File: src/rtl/mp3_ser.sv
// Byte FIFO plus MSB-first serializer feeding the MP3 decoder serial input.
// Bytes are sent only while the decoder requests data; a started byte always completes.
module mp3_ser #(
  parameter int unsigned DEPTH_LOG2 = 4,
  parameter int unsigned CLKDIV     = 2
) (
  input  logic                  clk,
  input  logic                  rst,
  input  logic                  wr_stb,
  input  logic [7:0]            wr_data,
  input  logic                  flush,
  input  logic                  ovf_clr,
  output logic                  full,
  output logic                  empty,
  output logic [DEPTH_LOG2:0]   level,
  output logic                  ovf,
  output logic                  busy,
  input  logic                  mp3_req,
  output logic                  mp3_clk,
  output logic                  mp3_dat,
  output logic                  mp3_sync
);

  localparam int unsigned DEPTH = 1 << DEPTH_LOG2;
  localparam int unsigned PTR_W = DEPTH_LOG2;
  localparam int unsigned LVL_W = DEPTH_LOG2 + 1;
  localparam int unsigned DIV_W = (CLKDIV > 1) ? $clog2(CLKDIV) : 1;
  localparam logic [DIV_W-1:0] DIV_LAST = DIV_W'(CLKDIV - 1);

  typedef enum logic [1:0] {
    IDLE = 2'd0,
    LOW  = 2'd1,
    HIGH = 2'd2
  } state_t;

  logic             req_m;
  logic             req_s;
  logic [7:0]       mem [DEPTH];
  logic [PTR_W-1:0] wr_ptr;
  logic [PTR_W-1:0] rd_ptr;
  state_t           state;
  logic [DIV_W-1:0] divcnt;
  logic [2:0]       bitcnt;
  logic [7:0]       shreg;

  logic             wr_ok_c;
  logic             byte_end_c;
  logic             pop_c;
  logic [LVL_W-1:0] level_nxt_c;
  logic [7:0]       rd_byte_c;

  // Accept/pop decisions shared by the FIFO and the serializer
  always_comb begin
    wr_ok_c     = wr_stb && !full && !flush;
    byte_end_c  = (state == HIGH) && (divcnt == DIV_LAST) && (bitcnt == 3'd0);
    pop_c       = !flush && !empty && req_s && ((state == IDLE) || byte_end_c);
    level_nxt_c = level + LVL_W'(wr_ok_c) - LVL_W'(pop_c);
    rd_byte_c   = mem[rd_ptr];
  end

  // Two-stage synchronizer for the asynchronous decoder request
  always_ff @(posedge clk or posedge rst) begin
    if (rst) begin
      req_m <= 1'b0;
      req_s <= 1'b0;
    end else begin
      req_m <= mp3_req;
      req_s <= req_m;
    end
  end

  // FIFO storage; contents need no reset
  always_ff @(posedge clk) begin
    if (wr_ok_c) mem[wr_ptr] <= wr_data;
  end

  // FIFO pointers, level and status flags
  always_ff @(posedge clk or posedge rst) begin
    if (rst) begin
      wr_ptr <= '0;
      rd_ptr <= '0;
      level  <= '0;
      empty  <= 1'b1;
      full   <= 1'b0;
    end else if (flush) begin
      wr_ptr <= '0;
      rd_ptr <= '0;
      level  <= '0;
      empty  <= 1'b1;
      full   <= 1'b0;
    end else begin
      if (wr_ok_c) wr_ptr <= wr_ptr + PTR_W'(1);
      if (pop_c)   rd_ptr <= rd_ptr + PTR_W'(1);
      level <= level_nxt_c;
      empty <= (level_nxt_c == '0);
      full  <= (level_nxt_c == LVL_W'(DEPTH));
    end
  end

  // Sticky overflow flag; a dropped write beats a simultaneous clear
  always_ff @(posedge clk or posedge rst) begin
    if (rst) begin
      ovf <= 1'b0;
    end else if (wr_stb && full && !flush) begin
      ovf <= 1'b1;
    end else if (ovf_clr) begin
      ovf <= 1'b0;
    end
  end

  // Serializer FSM: LOW/HIGH halves of each bit, back-to-back byte chaining
  always_ff @(posedge clk or posedge rst) begin
    if (rst) begin
      state    <= IDLE;
      busy     <= 1'b0;
      mp3_clk  <= 1'b0;
      mp3_dat  <= 1'b0;
      mp3_sync <= 1'b0;
      divcnt   <= '0;
      bitcnt   <= '0;
      shreg    <= '0;
    end else if (flush) begin
      state    <= IDLE;
      busy     <= 1'b0;
      mp3_clk  <= 1'b0;
      mp3_dat  <= 1'b0;
      mp3_sync <= 1'b0;
      divcnt   <= '0;
      bitcnt   <= '0;
    end else begin
      case (state)
        IDLE: begin
          busy    <= 1'b0;
          mp3_clk <= 1'b0;
          if (pop_c) begin
            shreg    <= {rd_byte_c[6:0], 1'b0};
            bitcnt   <= 3'd7;
            mp3_dat  <= rd_byte_c[7];
            mp3_sync <= 1'b1;
            divcnt   <= '0;
            busy     <= 1'b1;
            state    <= LOW;
          end
        end
        LOW: begin
          if (divcnt == DIV_LAST) begin
            divcnt  <= '0;
            mp3_clk <= 1'b1;
            state   <= HIGH;
          end else begin
            divcnt <= divcnt + DIV_W'(1);
          end
        end
        HIGH: begin
          if (divcnt == DIV_LAST) begin
            divcnt  <= '0;
            mp3_clk <= 1'b0;
            if (bitcnt != 3'd0) begin
              bitcnt   <= bitcnt - 3'd1;
              mp3_dat  <= shreg[7];
              shreg    <= {shreg[6:0], 1'b0};
              mp3_sync <= 1'b0;
              state    <= LOW;
            end else if (pop_c) begin
              shreg    <= {rd_byte_c[6:0], 1'b0};
              bitcnt   <= 3'd7;
              mp3_dat  <= rd_byte_c[7];
              mp3_sync <= 1'b1;
              state    <= LOW;
            end else begin
              mp3_dat  <= 1'b0;
              mp3_sync <= 1'b0;
              busy     <= 1'b0;
              state    <= IDLE;
            end
          end else begin
            divcnt <= divcnt + DIV_W'(1);
          end
        end
        default: begin
          state <= IDLE;
        end
      endcase
    end
  end

endmodule

File: config.mk
export PLATFORM = sky130hd
export DESIGN_NAME = mp3_ser
export DESIGN_NICKNAME = d
export VERILOG_FILES = /design/src/rtl/mp3_ser.sv
export SDC_FILE = /design/constraint.sdc
export NUM_CORES = 1
export LEC_CHECK = 0
export BUFFER_PORTS_ARGS = -buffer_cell sky130_fd_sc_hd__buf_2
export CAP_MARGIN = 30
export CORE_UTILIZATION = 43
export CTS_CLUSTER_SIZE = 30
export DETAILED_ROUTE_END_ITERATION = 7
export MAX_ROUTING_LAYER = met4
export SETUP_SLACK_MARGIN = 0.02
export SKIP_LAST_GASP = 1
export SLEW_MARGIN = 20
export SYNTH_ARGS = -nofsm -noshare
export SYNTH_HDL_FRONTEND = slang
export SYNTH_SLANG_ARGS = --single-unit
File: constraint.sdc
create_clock -name clk -period 2.5 [get_ports clk]
set_input_delay 0.625 -clock clk [delete_from_list [all_inputs] [get_ports clk]]
set_output_delay 0.625 -clock clk [all_outputs]
set_load 0.05 [all_outputs]
==> flow_summary.toml <==
[status]
status = "complete, no violations"

[yosys]
synth_area_leaders = "edfxtp_1 (55%), dfrtp_1 (13%), mux4_2 (7.1%)"
async_flop_share_pct = 21.95
synth_top_family_by_area = "multiplexers"
ys.warnings.count = 0
synthCells = 430
post-synth-top-count-cell = "edfxtp_1"
synth-simple-area-share_pct = 7.350
synth_fa_ha_area_share_pct = 3.171
synth_edf_count = 128
ys_ff_latch = 164
synth-xor-area-share_pct = 1.387
yosysTopAreaCell = "edfxtp_1"
mappedNetlistNets = 461
synth_common_cells = "edfxtp_1 (128), dfrtp_1 (35), mux2i_1 (24)"
ys.flop_type = "edfxtp_1"
synth_compound_area_share_pct = 6.900
muxShareOfSynthArea_pct = 10.59
ys_seq_area_share_pct = 68.33
yosys.cell_types.count = 53
syn-cell-area_um2 = 6945
synth_top_area_share_pct = 55.34
synth.avg_cell_area_um2 = 16.15

[worst_setup_path]
arrival_ns = 2.79
worstPathRequired_ns = 2.85
end_kind = "flop"
crit_type = "reg2reg"
worst_setup_path_start_kind = "flop"
critical_path.max_fanout = 3

[timing]
rsz0062_at_grt = "yes"
finalCritPeriodShare_pct = 97.60
slew_headroom_pct = 57.96
drv_slew = 0
fin_skew_ns = 0.01115
finalSetupViolations = 0
finalHoldViolCount = 0
fmax_mhz = 409.8
fin_crit_ns = 2.440
tightest_slew_ns = 0.6264

[floorplanning]
die_h_um = 129.1
core_um2 = 15830
start_util_pct = 43.88
num_rows = 46
io_pins = 26
fp.dieW_um = 129.1
die_area_um2 = 16660

[pwr]
intPower_uw = 5229
p_total_uw = 7583
p_leak_uw = 0.002864
peakVddDrop_v = 0.0005548
power_frac_seq_pct = 43.8
cellPowerDensity_nw_per_um2 = 929.7
p_sw_share_pct = 31.04
comb_power_share_pct = 23.3
p_clk_share_pct = 32.9
p_switching_uw = 2354

[place]
dp_hpwl_um = 9573
io_buffers = 25
place.gp.congestion = 0.8306

[route]
totalWireLength_um = 14770
vias = 3877
drc_errors = 0
wl_per_cell_um = 20.62
viasPerCell = 5.415
postRouteAntennaNets = 0
dr.pass1.iters = 4
drtIter0Drc = 274

[clocking]
htreeDepth = 4
cts_hold_buffers = 0
clockRootBuffer = "clkbuf_16"
cts_sinks = 164
clk_pin_slew_ns = 0.07
clk_latency_ns = 0.43
cts_made_buffers = 17
cts_tree = "built"
cts.path.max_buffers = 2

[global_route]
grt_pass1_vias = 4034
grt_max_degree = 38
grt.total_usage_pct = 20.25
grt-ovfl-total = 0
grt_pass1_wl_um = 23300
antenna_found_initial = 0

[job]
drv_cap = 0

[finish]
layout-drive-gt1-share_pct = 25.80
final_util_pct = 51.53
layout.nets = 518
antenna_cells = 0
area_growth_pct = 17.44

[hold_path]
hp-class = "in2async"
[critical path, stage by stage (launching register included)]
cell,delay [ns]
dfrtp_1,0.32
inv_1,0.08
ha_4,0.17
and4b_4,0.20
o21a_4,0.20
xnor2_2,0.12
ha_2,0.19
fa_2,0.37
a21o_1,0.17
a21oi_2,0.16
xnor2_2,0.10
a31o_2,0.26
[power by group through the flow]
| stage | clock network (µW) | registers, µW | logic, µW |
|---|---|---|---|
| 2_1_floorplan | 0 | 3560 | 955 |
| 3_3_place_gp | 0 | 3360 | 1610 |
| 3_5_place_dp | 0 | 3370 | 1650 |
| 4_1_cts | 2540 | 3320 | 1720 |
| 5_1_grt | 2650 | 3340 | 1950 |
| 6_report | 2500 | 3320 | 1770 |
[cells in the final DEF, fill, tap and decap left out, types with 4 or more instances in the layout]
cell and instances:
inv_1 12, edfxtp_1 128, nor2_1 23, clkbuf_16 17
xor2_1 6, nor3b_1 4, dfrtp_1 34, and2_1 17
clkinv_4 4, ha_1 13, mux2i_1 24, a211oi_1 14
mux4_2 22, a22oi_1 8, buf_2 25, nor2b_1 10
o22ai_1 8, buf_4 32, a21o_1 4, a21oi_1 15
a221oi_1 4, nand2_1 10
[sequential cells by signal, summed over array words and instances, names as in the netlist]
name / cells
req_m: 1
level: 5
rd_ptr: 4
mp3_clk: 1
mp3_sync: 1
bitcnt: 3
empty: 1
shreg: 8
divcnt: 1
wr_ptr: 4
full: 1
mem: 128
mp3_dat: 1
ovf: 1
state: 2
busy: 1
req_s: 1
[through the flow]
step	TNS (ns)	setup slack, ns	hold WS [ns]	area [µm²]	cells
finish	0	0.05989	0.2990	8157	716
floorplan	-0.2559	-0.1391	0.3312	6984	430
global placement	-0.02088	-0.02088	0.3447	7538	683
detailed placement	-0.1173	-0.08220	0.3371	7538	683
CTS	0	0.03694	0.2889	8122	715
global route	-0.08623	-0.04600	0.2892	8157	716
[layer usage]
layer,routed length [µm],GRT usage (%)
met5,0,-
met1,7106,27.94
met2,6851,29.95
met3,628,4.583
met4,178,6.298
[final timing paths]
check	start	to	slack, ns	depth (start not counted)
min in group clk	mp3_req	req_m	0.31	1
hold reg to reg	req_m	req_s	0.35	0
hold / removal	rst	req_s	0.30	3
setup / recovery	bitcnt[1]	empty	0.06	11
setup reg to reg	bitcnt[1]	empty	0.06	11
max in group asynchronous	rst	rd_ptr[2]	1.85	3
[cell type report]
cell class	instances	area (µm²)
Tap cell	216	270.3
Clock buffer	20	436.7
Timing Repair Buffer	59	405.4
Multi-Input combinational cell	231	2120
Inverter	14	52.55
Clock inverter	12	125.1
Sequential cell	164	4747
Fill cell	1334	7671
[cell families after synthesis]
logic type      count (synthesis)
compound gates                 70
xor+xnor                       11
fa+ha+maj                      17
buf+inv                        35
flops                         164
mux                            46
simple gates                   87
[timing repair]
| action | CTS | global route |
|---|---|---|
| gates cloned | 0 | 0 |
| resized for setup | 4 | 5 |
| endpoints found under the hold margin | 0 | 0 |
| pin swaps | 2 | 2 |
| endpoints found under the setup margin | 2 | 3 |
| setup buffers | 0 | 1 |
Note: power is estimated with default switching activity, not from simulation.
